[config.mk]
export PLATFORM = sky130hd
export DESIGN_NAME = order_cmp
export DESIGN_NICKNAME = d
export VERILOG_FILES = /design/src/rtl/order_cmp.sv
export SDC_FILE = /design/constraint.sdc
export NUM_CORES = 1
export LEC_CHECK = 0
export CORE_MARGIN = 5
export CORE_UTILIZATION = 24
export DETAILED_ROUTE_END_ITERATION = 7
export GPL_TIMING_DRIVEN = 0
export SLEW_MARGIN = 20
export SYNTH_ARGS = -nofsm -noshare
export SYNTH_HDL_FRONTEND = slang
export SYNTH_SLANG_ARGS = --single-unit
[constraint.sdc]
create_clock -name vclk -period 3.7
set_clock_uncertainty 0.1 [all_clocks]
set_input_delay 0.74 -clock vclk [all_inputs]
set_output_delay 0.74 -clock vclk [all_outputs]
set_load 0.005 [all_outputs]
[src/rtl/order_cmp.sv]
// rtl/order_cmp.sv - combinational adjacent-pair order violation comparator
//
// Purpose : flags when (prev, cur) is out of order for the requested direction.
//           Equal values never violate.
// Ports   : prev, cur    - element pair, prev read before cur
//           descending   - 0: prev > cur violates, 1: prev < cur violates
//           signed_cmp   - 1: two's-complement compare
//           viol         - pair is out of order
module order_cmp #(
  parameter int W = 32
) (
  input  logic [W-1:0] prev,
  input  logic [W-1:0] cur,
  input  logic         descending,
  input  logic         signed_cmp,
  output logic         viol
);

  logic gt;
  logic lt;

  always_comb begin
    if (signed_cmp) begin
      gt = $signed(prev) > $signed(cur);
      lt = $signed(prev) < $signed(cur);
    end else begin
      gt = prev > cur;
      lt = prev < cur;
    end
    viol = descending ? lt : gt;
  end

endmodule

==> results of run 1 <==
## synthesized netlist by cell type
library cell   n
ha_1          32
a31oi_1        1
nor4_1         2
nor2_1         1
a2111oi_2      1
a221o_1        2
o21ai_0        3
a21o_1         5
nand2b_1       1
nor3_1         2
xnor2_1        1
a211o_1        1
nand4_1        6
nand3_1        4
a21oi_1       12
inv_1         33
mux2_2         1
nand2_1        6
a211oi_1       1
## power groups by stage
stage	Clock, mW	Sequential [mW]	Combinational (mW)
5_1_grt	0	0	0.223
3_3_place_gp	0	0	0.152
6_report	0	0	0.201
3_5_place_dp	0	0	0.156
2_1_floorplan	0	0	0.0662
4_1_cts	0	0	0.172
## timing repair
item | 4_1_cts | 5_1_grt
buffers inserted | 3 | 3
pin swaps | 16 | 30
endpoints found under the setup margin | 1 | 1
gates resized for setup | 54 | 58
## routing by layer
layer / wire, um / GRT usage (%)
met5: 0 / 0
met4: 0 / 0
met3: 248 / 2.43
met2: 1740 / 25.3
met1: 1080 / 11.0
## cells by family after synthesis
family	count (synthesis)	share of synthesized area [%]
buffers and inverters	33	15.0
AO/OA/AOI/OAI	26	20.6
XOR/XNOR	1	1.06
multiplexers	1	1.36
AND/OR/NAND/NOR	22	13.6
adder cells (fa/ha/maj)	32	48.4
## through the flow
stage / power [mW] / hold slack (ns) / TNS (ns) / instance area, um2 / worst slack (ns)
CTS: 0.172 / 2.25 / 0 / 1690 / 0.00116
detailed placement: 0.156 / 2.67 / -0.703 / 1560 / -0.703
floorplan: 0.0662 / 1.63 / 0 / 827 / 0.329
global placement: 0.152 / 2.65 / -0.713 / 1560 / -0.713
finish: 0.201 / 2.14 / 0 / 1940 / 0.0543
global route: 0.223 / 2.18 / -0.0142 / 1940 / -0.0142
## final cells by class
type / count / area share [%]
multi-input combinational: 82 / 53.0
timing repair buffer: 73 / 37.6
inverter: 33 / 6.38
tap: 46 / 2.96
## path summary, 6_finish.rpt
kind / depth (start not counted) / start / slack, ns / endpoint
setup / recovery: 8 / prev[25] / 0.05 / viol
hold / removal: 6 / prev[31] / 2.14 / viol
==> impl_metrics.env, run 1 <==
export IMPL_status="finished, final reports clean"
export IMPL_crit_path_start_kind="primary input"
export IMPL_crit_arrival_ns=2.81
export IMPL_cp_cell_sequence="clkdlybuf4s50_1 -> ha_4 -> nand4_1 -> nor3_2 -> a221o_1 -> a2111oi_4 -> mux2_4 -> buf_6"
export IMPL_ir_drop_v=0.0000424
export IMPL_cp_required_ns=2.86
export IMPL_synthToLayoutAreaGrowth_pct=135
export IMPL_leakage_nw=0.979
export IMPL_num_vias=1083
export IMPL_ys_types=19
export IMPL_initial_core_util_pct=24.8
export IMPL_slew_limit_headroom_pct=68.1
export IMPL_io_buffers=67
export IMPL_ys_warn_count=0
export IMPL_slew_viol_final=0
export IMPL_synthTopCellsByArea="ha_1 48%, inv_1 15%, a21oi_1 7.3%, a21o_1 4.5%, nand4_1 4.5%"
export IMPL_n_fill_cell=326
export IMPL_worst_pin_slew_ns=0.474
export IMPL_core_area_mm2=0.00334
export IMPL_period_minus_slack_ns=3.65
export IMPL_end_kind="output pin"
export IMPL_first_pass_iters=4
export IMPL_grt_pass1_wl_mm=4.34
export IMPL_first_global_vias=1121
export IMPL_fin_cells=234
export IMPL_multi_input_area_mm2=0.00103
export IMPL_wl_per_cell_um=13.1
export IMPL_hold_buffers=0
export IMPL_hold_viol_final=0
export IMPL_n_antenna_cell=0
export IMPL_finalSetupViolations=0
export IMPL_netSwitchingFraction_pct=38.4
export IMPL_ys_seq_area_share_pct=0
export IMPL_rows=21
export IMPL_nClkBuffers=0
export IMPL_grt_usage_pct=11.4
export IMPL_dp_cells=228
export IMPL_layout_common_cells="28 x clkdlybuf4s50_1, 21 x ha_4, 18 x inv_1"
export IMPL_crit_path_max_fanout=3
export IMPL_p_int_uw=124
export IMPL_synth_area_per_cell_um2=7.19
export IMPL_die_y_um=68.7
export IMPL_switchingPower_uw=77.2
export IMPL_comb_power_share_pct=100.0
export IMPL_vias_per_cell=4.63
export IMPL_yosysTopAreaCell="ha_1"
export IMPL_postLayoutCoreUtil_pct=58.2
export IMPL_place_hpwl_mm=2.36
export IMPL_syn_nets=213
export IMPL_clockPowerShare_pct=0
export IMPL_layout_drive_gt1_share_pct=30.3
export IMPL_crit_buf_inv=2
export IMPL_critPathTopFamily="compound AO/OA/AOI/OAI gates"
export IMPL_final_nets=288
export IMPL_gp_congestion=0.710
export IMPL_drc=0
export IMPL_cp_slowest_cell="clkdlybuf4s50_1"
export IMPL_synth_top_area_share_pct=48.4
export IMPL_grt_ovfl_total=0
export IMPL_dieWidth_um=68.7
export IMPL_dieArea_mm2=0.00472
export IMPL_critPathKind="in -> out"
export IMPL_drt_wl_total_mm=3.07
export IMPL_antenna_found_initial=0
export IMPL_cap_violations=0
export IMPL_grt_max_degree=5
export IMPL_power_density_mw_per_mm2=103
export IMPL_pwr_share_seq_pct=0
export IMPL_cpPeakStageDelay_ns=0.51
export IMPL_drtIter0Drc=11
export IMPL_fmax_mhz=274
export IMPL_final_common_cell="clkdlybuf4s50_1"
export IMPL_drtAntennaViolNets=0
export IMPL_synth_cells=115
export IMPL_min_period_over_period_pct=98.5
export IMPL_seq_cells=0
export IMPL_seqCellArea_um2=0
export IMPL_ioPinCount=67
export IMPL_synth_area_um2=827
export IMPL_hp_class="in -> out"
(Power assumes the default switching activity.)
==> run 2, diff against run 1 <==
==> constraint.sdc (replaced) <==
create_clock -name vclk -period 3.1
set_clock_uncertainty 0.1 [all_clocks]
set_input_delay 0.62 -clock vclk [all_inputs]
set_output_delay 0.62 -clock vclk [all_outputs]
set_load 0.005 [all_outputs]
==> run 2 against run 1 <==
Compared with the run above:
- the run now ends with negative setup slack left
- worst setup slack worse by 0.27 ns
- largest power group unchanged
- critical path depth up 1
- hold slack worse by 0.23 ns
- final cell count up 5.1%
- clock-buffer cell count unchanged
- combinational power up 31%
- via count up 6.6%
- critical path type unchanged
- sequential share of layout area unchanged
- design area up 5.9%
- sequential cell count unchanged
==> impl_metrics.env, run 2 (synthesis gave the netlist of run 1 again) <==
export IMPL_drt_wl_total_mm=3.41
export IMPL_critPathKind="in -> out"
export IMPL_dr_wl_met3_um=281
export IMPL_finalSetupViolations=1
export IMPL_vias_per_cell=4.70
export IMPL_finalInstanceArea_mm2=0.00206
export IMPL_gp_congestion=0.627
export IMPL_fin_cells=246
export IMPL_crit_path_max_fanout=1
export IMPL_dieWidth_um=68.7
export IMPL_num_vias=1155
export IMPL_rsz0062_at_grt="true"
export IMPL_met1_length_mm=1.14
export IMPL_slew_limit_headroom_pct=80.4
export IMPL_die_y_um=68.7
export IMPL_hp_start="prev[31]"
export IMPL_layout_drive_gt1_share_pct=55.0
export IMPL_hold_buffers=0
export IMPL_crit_path_start_kind="primary input"
export IMPL_ir_drop_v=0.0000521
export IMPL_multi_input_area_mm2=0.00110
export IMPL_nClkBuffers=0
export IMPL_cpPeakStageDelay_ns=0.46
export IMPL_final_nets=300
export IMPL_place_ws_ns=-0.998
export IMPL_layout_common_cells="28 x dlymetal6s2s_1, 25 x ha_4, 21 x inv_2, 21 x buf_2, 18 x buf_4"
export IMPL_grt_usage_pct=14.1
export IMPL_violations="negative setup slack"
export IMPL_place_hpwl_mm=2.41
export IMPL_crit_buf_inv=3
export IMPL_wl_met2_mm=1.92
export IMPL_grt_pass1_wl_mm=5.27
export IMPL_status="finished with violations"
export IMPL_synthToLayoutAreaGrowth_pct=149
export IMPL_final_common_cell="dlymetal6s2s_1"
export IMPL_wl_per_cell_um=13.9
export IMPL_cap_violations=0
export IMPL_initial_core_util_pct=24.8
export IMPL_fin_hold_ws_ns=1.91
export IMPL_power_density_mw_per_mm2=128
export IMPL_fmax_mhz=302
export IMPL_cp_required_ns=2.38
export IMPL_dpl_instance_area_mm2=0.00156
export IMPL_setup_tns_ns=-0.215
export IMPL_end_kind="output pin"
export IMPL_grt_max_degree=5
export IMPL_fin_ws_ns=-0.215
export IMPL_n_antenna_cell=0
export IMPL_hold_depth=6
export IMPL_top_layer="met4"
export IMPL_cp_slowest_cell="clkdlybuf4s50_1"
export IMPL_min_period_over_period_pct=107
export IMPL_drtAntennaViolNets=0
export IMPL_hold_path_end="viol"
export IMPL_design_power_total_uw=263
export IMPL_first_pass_iters=2
export IMPL_drc=0
export IMPL_dieArea_mm2=0.00472
export IMPL_crit_arrival_ns=2.60
export IMPL_hp_class="in -> out"
export IMPL_antenna_found_initial=0
export IMPL_seq_cells=0
export IMPL_leakage_nw=1.14
export IMPL_slew_viol_final=0
export IMPL_n_fill_cell=321
export IMPL_ioPinCount=67
export IMPL_worst_pin_slew_ns=0.293
export IMPL_drtIter0Drc=9
export IMPL_hold_viol_final=0
export IMPL_grt_ovfl_total=0
export IMPL_period_minus_slack_ns=3.32
export IMPL_io_buffers=67
export IMPL_rows=21
export IMPL_critPathTopFamily="compound AO/OA/AOI/OAI gates"
export IMPL_dp_cells=228
export IMPL_postLayoutCoreUtil_pct=61.6
export IMPL_first_global_vias=1310
export IMPL_cp_cell_sequence="clkdlybuf4s50_1 -> inv_1 -> ha_4 -> a21oi_2 -> o21ai_1 -> a221o_1 -> a2111oi_4 -> mux2_4 -> buf_6"
export IMPL_core_area_mm2=0.00334
export IMPL_seqCellArea_um2=0
-- run 2: repair_timing --
item / 4_1_cts / 5_1_grt
setup endpoints to repair: 1 / 1
pin swaps: 34 / 21
setup buffers: 14 / 4
gates resized for setup: 150 / 52
-- run 2: where the power goes --
group / total, mW / internal (mW) / switching, mW
Sequential: 0 / 0 / 0
Clock: 0 / 0 / 0
Combinational: 0.263 / 0.158 / 0.105
Total: 0.263 / 0.158 / 0.105
-- run 2: layout make-up --
| type | instances | area share (%) |
|---|---|---|
| multi-input cells | 82 | 53.6 |
| repair buffers | 85 | 37.2 |
| inverters | 33 | 6.39 |
| well taps | 46 | 2.80 |
-- run 2: per-layer routing --
metal / vias up / track usage [%]
li1: 574 / -
met1: 523 / 12.8
met2: 50 / 31.7
met3: 8 / 2.59
met4: 0 / 1.46
met5: - / 0
-- run 2: how the worst max path moves through the flow --
stage / start / to / slack [ns] / cells after the start
2_1_floorplan: cur[14] / viol / 0.02 / 8
3_3_place_gp: cur[14] / viol / -1.00 / 10
3_5_place_dp: cur[14] / viol / -1.0 / 10
4_1_cts: cur[7] / viol / -0.27 / 10
5_1_grt: cur[16] / viol / -0.29 / 9
6_report: cur[18] / viol / -0.22 / 9
==> run 3, diff against run 2 <==
--- a/config.mk
+++ b/config.mk
@@ -5,10 +5,13 @@
 export SDC_FILE = /design/constraint.sdc
 export NUM_CORES = 1
 export LEC_CHECK = 0
+export CELL_PAD_IN_SITES_DETAIL_PLACEMENT = 0
+export CELL_PAD_IN_SITES_GLOBAL_PLACEMENT = 1
 export CORE_MARGIN = 5
-export CORE_UTILIZATION = 24
+export CORE_UTILIZATION = 20
 export DETAILED_ROUTE_END_ITERATION = 7
 export GPL_TIMING_DRIVEN = 0
+export PLACE_DENSITY_LB_ADDON = 0.1
 export SLEW_MARGIN = 20
 export SYNTH_ARGS = -nofsm -noshare
 export SYNTH_HDL_FRONTEND = slang
==> run 3 against run 2 <==
Compared with the run above:
- the run still ends with negative setup slack left
- design area is 0.61% lower
- via count is 5.9% lower
- critical path type unchanged
- hold slack better by 0.039 ns
- worst setup slack better by 0.041 ns
- fmax is 1.2% higher
- largest power group unchanged
- final cell count is 0.41% lower
==> impl_metrics.env, run 3 (synthesis gave the netlist of run 1 again) <==
export IMPL_power_density_mw_per_mm2=126
export IMPL_n_antenna_cell=0
export IMPL_drtIter0Drc=17
export IMPL_drtAntennaViolNets=0
export IMPL_rows=23
export IMPL_slew_viol_final=0
export IMPL_crit_arrival_ns=2.55
export IMPL_finalInstanceArea_mm2=0.00204
export IMPL_rsz0062_at_grt="true"
export IMPL_critPathKind="in -> out"
export IMPL_min_period_over_period_pct=106
export IMPL_worst_pin_slew_ns=0.312
export IMPL_drc=0
export IMPL_grt_max_degree=4
export IMPL_hold_viol_final=0
export IMPL_n_fill_cell=377
export IMPL_grt_ovfl_total=0
export IMPL_crit_path_start_kind="primary input"
export IMPL_layout_drive_gt1_share_pct=53.8
export IMPL_io_buffers=67
export IMPL_violations="negative setup slack"
export IMPL_fin_hold_ws_ns=1.95
export IMPL_num_vias=1087
export IMPL_die_y_um=74.3
export IMPL_drt_wl_total_mm=3.27
export IMPL_initial_core_util_pct=20.7
export IMPL_vias_per_cell=4.44
export IMPL_postLayoutCoreUtil_pct=51.1
export IMPL_nClkBuffers=0
export IMPL_crit_path_max_fanout=3
export IMPL_cap_violations=0
export IMPL_dieWidth_um=74.3
export IMPL_leakage_nw=1.06
export IMPL_final_common_cell="ha_4"
export IMPL_end_kind="output pin"
export IMPL_slew_limit_headroom_pct=79.1
export IMPL_cp_required_ns=2.38
export IMPL_grt_pass1_wl_mm=5.22
export IMPL_hp_class="in -> out"
export IMPL_first_pass_iters=4
export IMPL_wl_per_cell_um=13.3
export IMPL_place_ws_ns=-1.07
export IMPL_ioPinCount=67
export IMPL_antenna_found_initial=0
export IMPL_dpl_instance_area_mm2=0.00156
export IMPL_grt_usage_pct=11.5
export IMPL_finalSetupViolations=1
export IMPL_final_nets=295
export IMPL_status="finished with violations"
export IMPL_place_hpwl_mm=2.55
export IMPL_synthToLayoutAreaGrowth_pct=147
export IMPL_core_area_mm2=0.00400
export IMPL_layout_common_cells="25 x ha_4, 21 x inv_2, 17 x dlymetal6s2s_1"
export IMPL_seqCellArea_um2=0
export IMPL_ir_drop_v=0.0000499
export IMPL_fin_ws_ns=-0.174
export IMPL_fmax_mhz=305
export IMPL_gp_congestion=0.709
export IMPL_dieArea_mm2=0.00552
export IMPL_seq_cells=0
export IMPL_first_global_vias=1240
export IMPL_period_minus_slack_ns=3.27
==> run 3: cell types whose count changed in the layout (fill, tap and decap cells not counted), moves of 2 or more <==
cell	change
clkdlybuf4s50_1	+3
dlymetal6s2s_1	-11
o21ai_1	-2
o21ai_2	+2
buf_2	-7
buf_6	+6
buf_4	-5
dlygate4sd2_1	+8
==> run 3: layer usage <==
metal  global-route usage [%]  up-vias  routed length [um]
met5                        0        -                   0
met4                    0.395        0                  12
met1                     13.5      481                1240
li1                         -      564                   -
met2                     22.7       40                1700
met3                     2.03        2                 310
==> run 3: worst paths after layout <==
check | startpoint | endpoint | cells after the start
worst max-delay path | prev[27] | viol | 8
worst min-delay path | prev[15] | viol | 7
==> run 3: critical path, cell delays in order <==
cell	delay (ns)
clkdlybuf4s50_1	0.51
ha_4	0.22
nand4_1	0.12
nor3_2	0.06
a221o_1	0.35
a2111oi_4	0.22
mux2_4	0.33
buf_6	0.12
==> run 3: stage by stage <==
step           setup TNS (ns)  total power, mW  instances
2_1_floorplan               0           0.0791        115
6_report               -0.174            0.257        245
5_1_grt                -0.264            0.286        245
3_5_place_dp            -1.07            0.190        232
3_3_place_gp            -1.05            0.184        232
4_1_cts                -0.249            0.246        245
==> run 3: cell type report <==
type	instances	area, um2	share of cell area [%]
well taps	50	62.6	3.06
inverters	33	129	6.30
multi-input cells	82	1120	55.0
repair buffers	80	728	35.6
==> run 3: repair_timing <==
item,4_1_cts,5_1_grt
setup buffers,13,0
hold buffers,0,0
gates resized for setup,169,39
pin swaps,40,22
setup endpoints to repair,1,1
==> run 3: report_power, final <==
part	switching (mW)	internal [mW]
combinational	0.104	0.152
sequential	0	0
clock	0	0
total	0.104	0.152
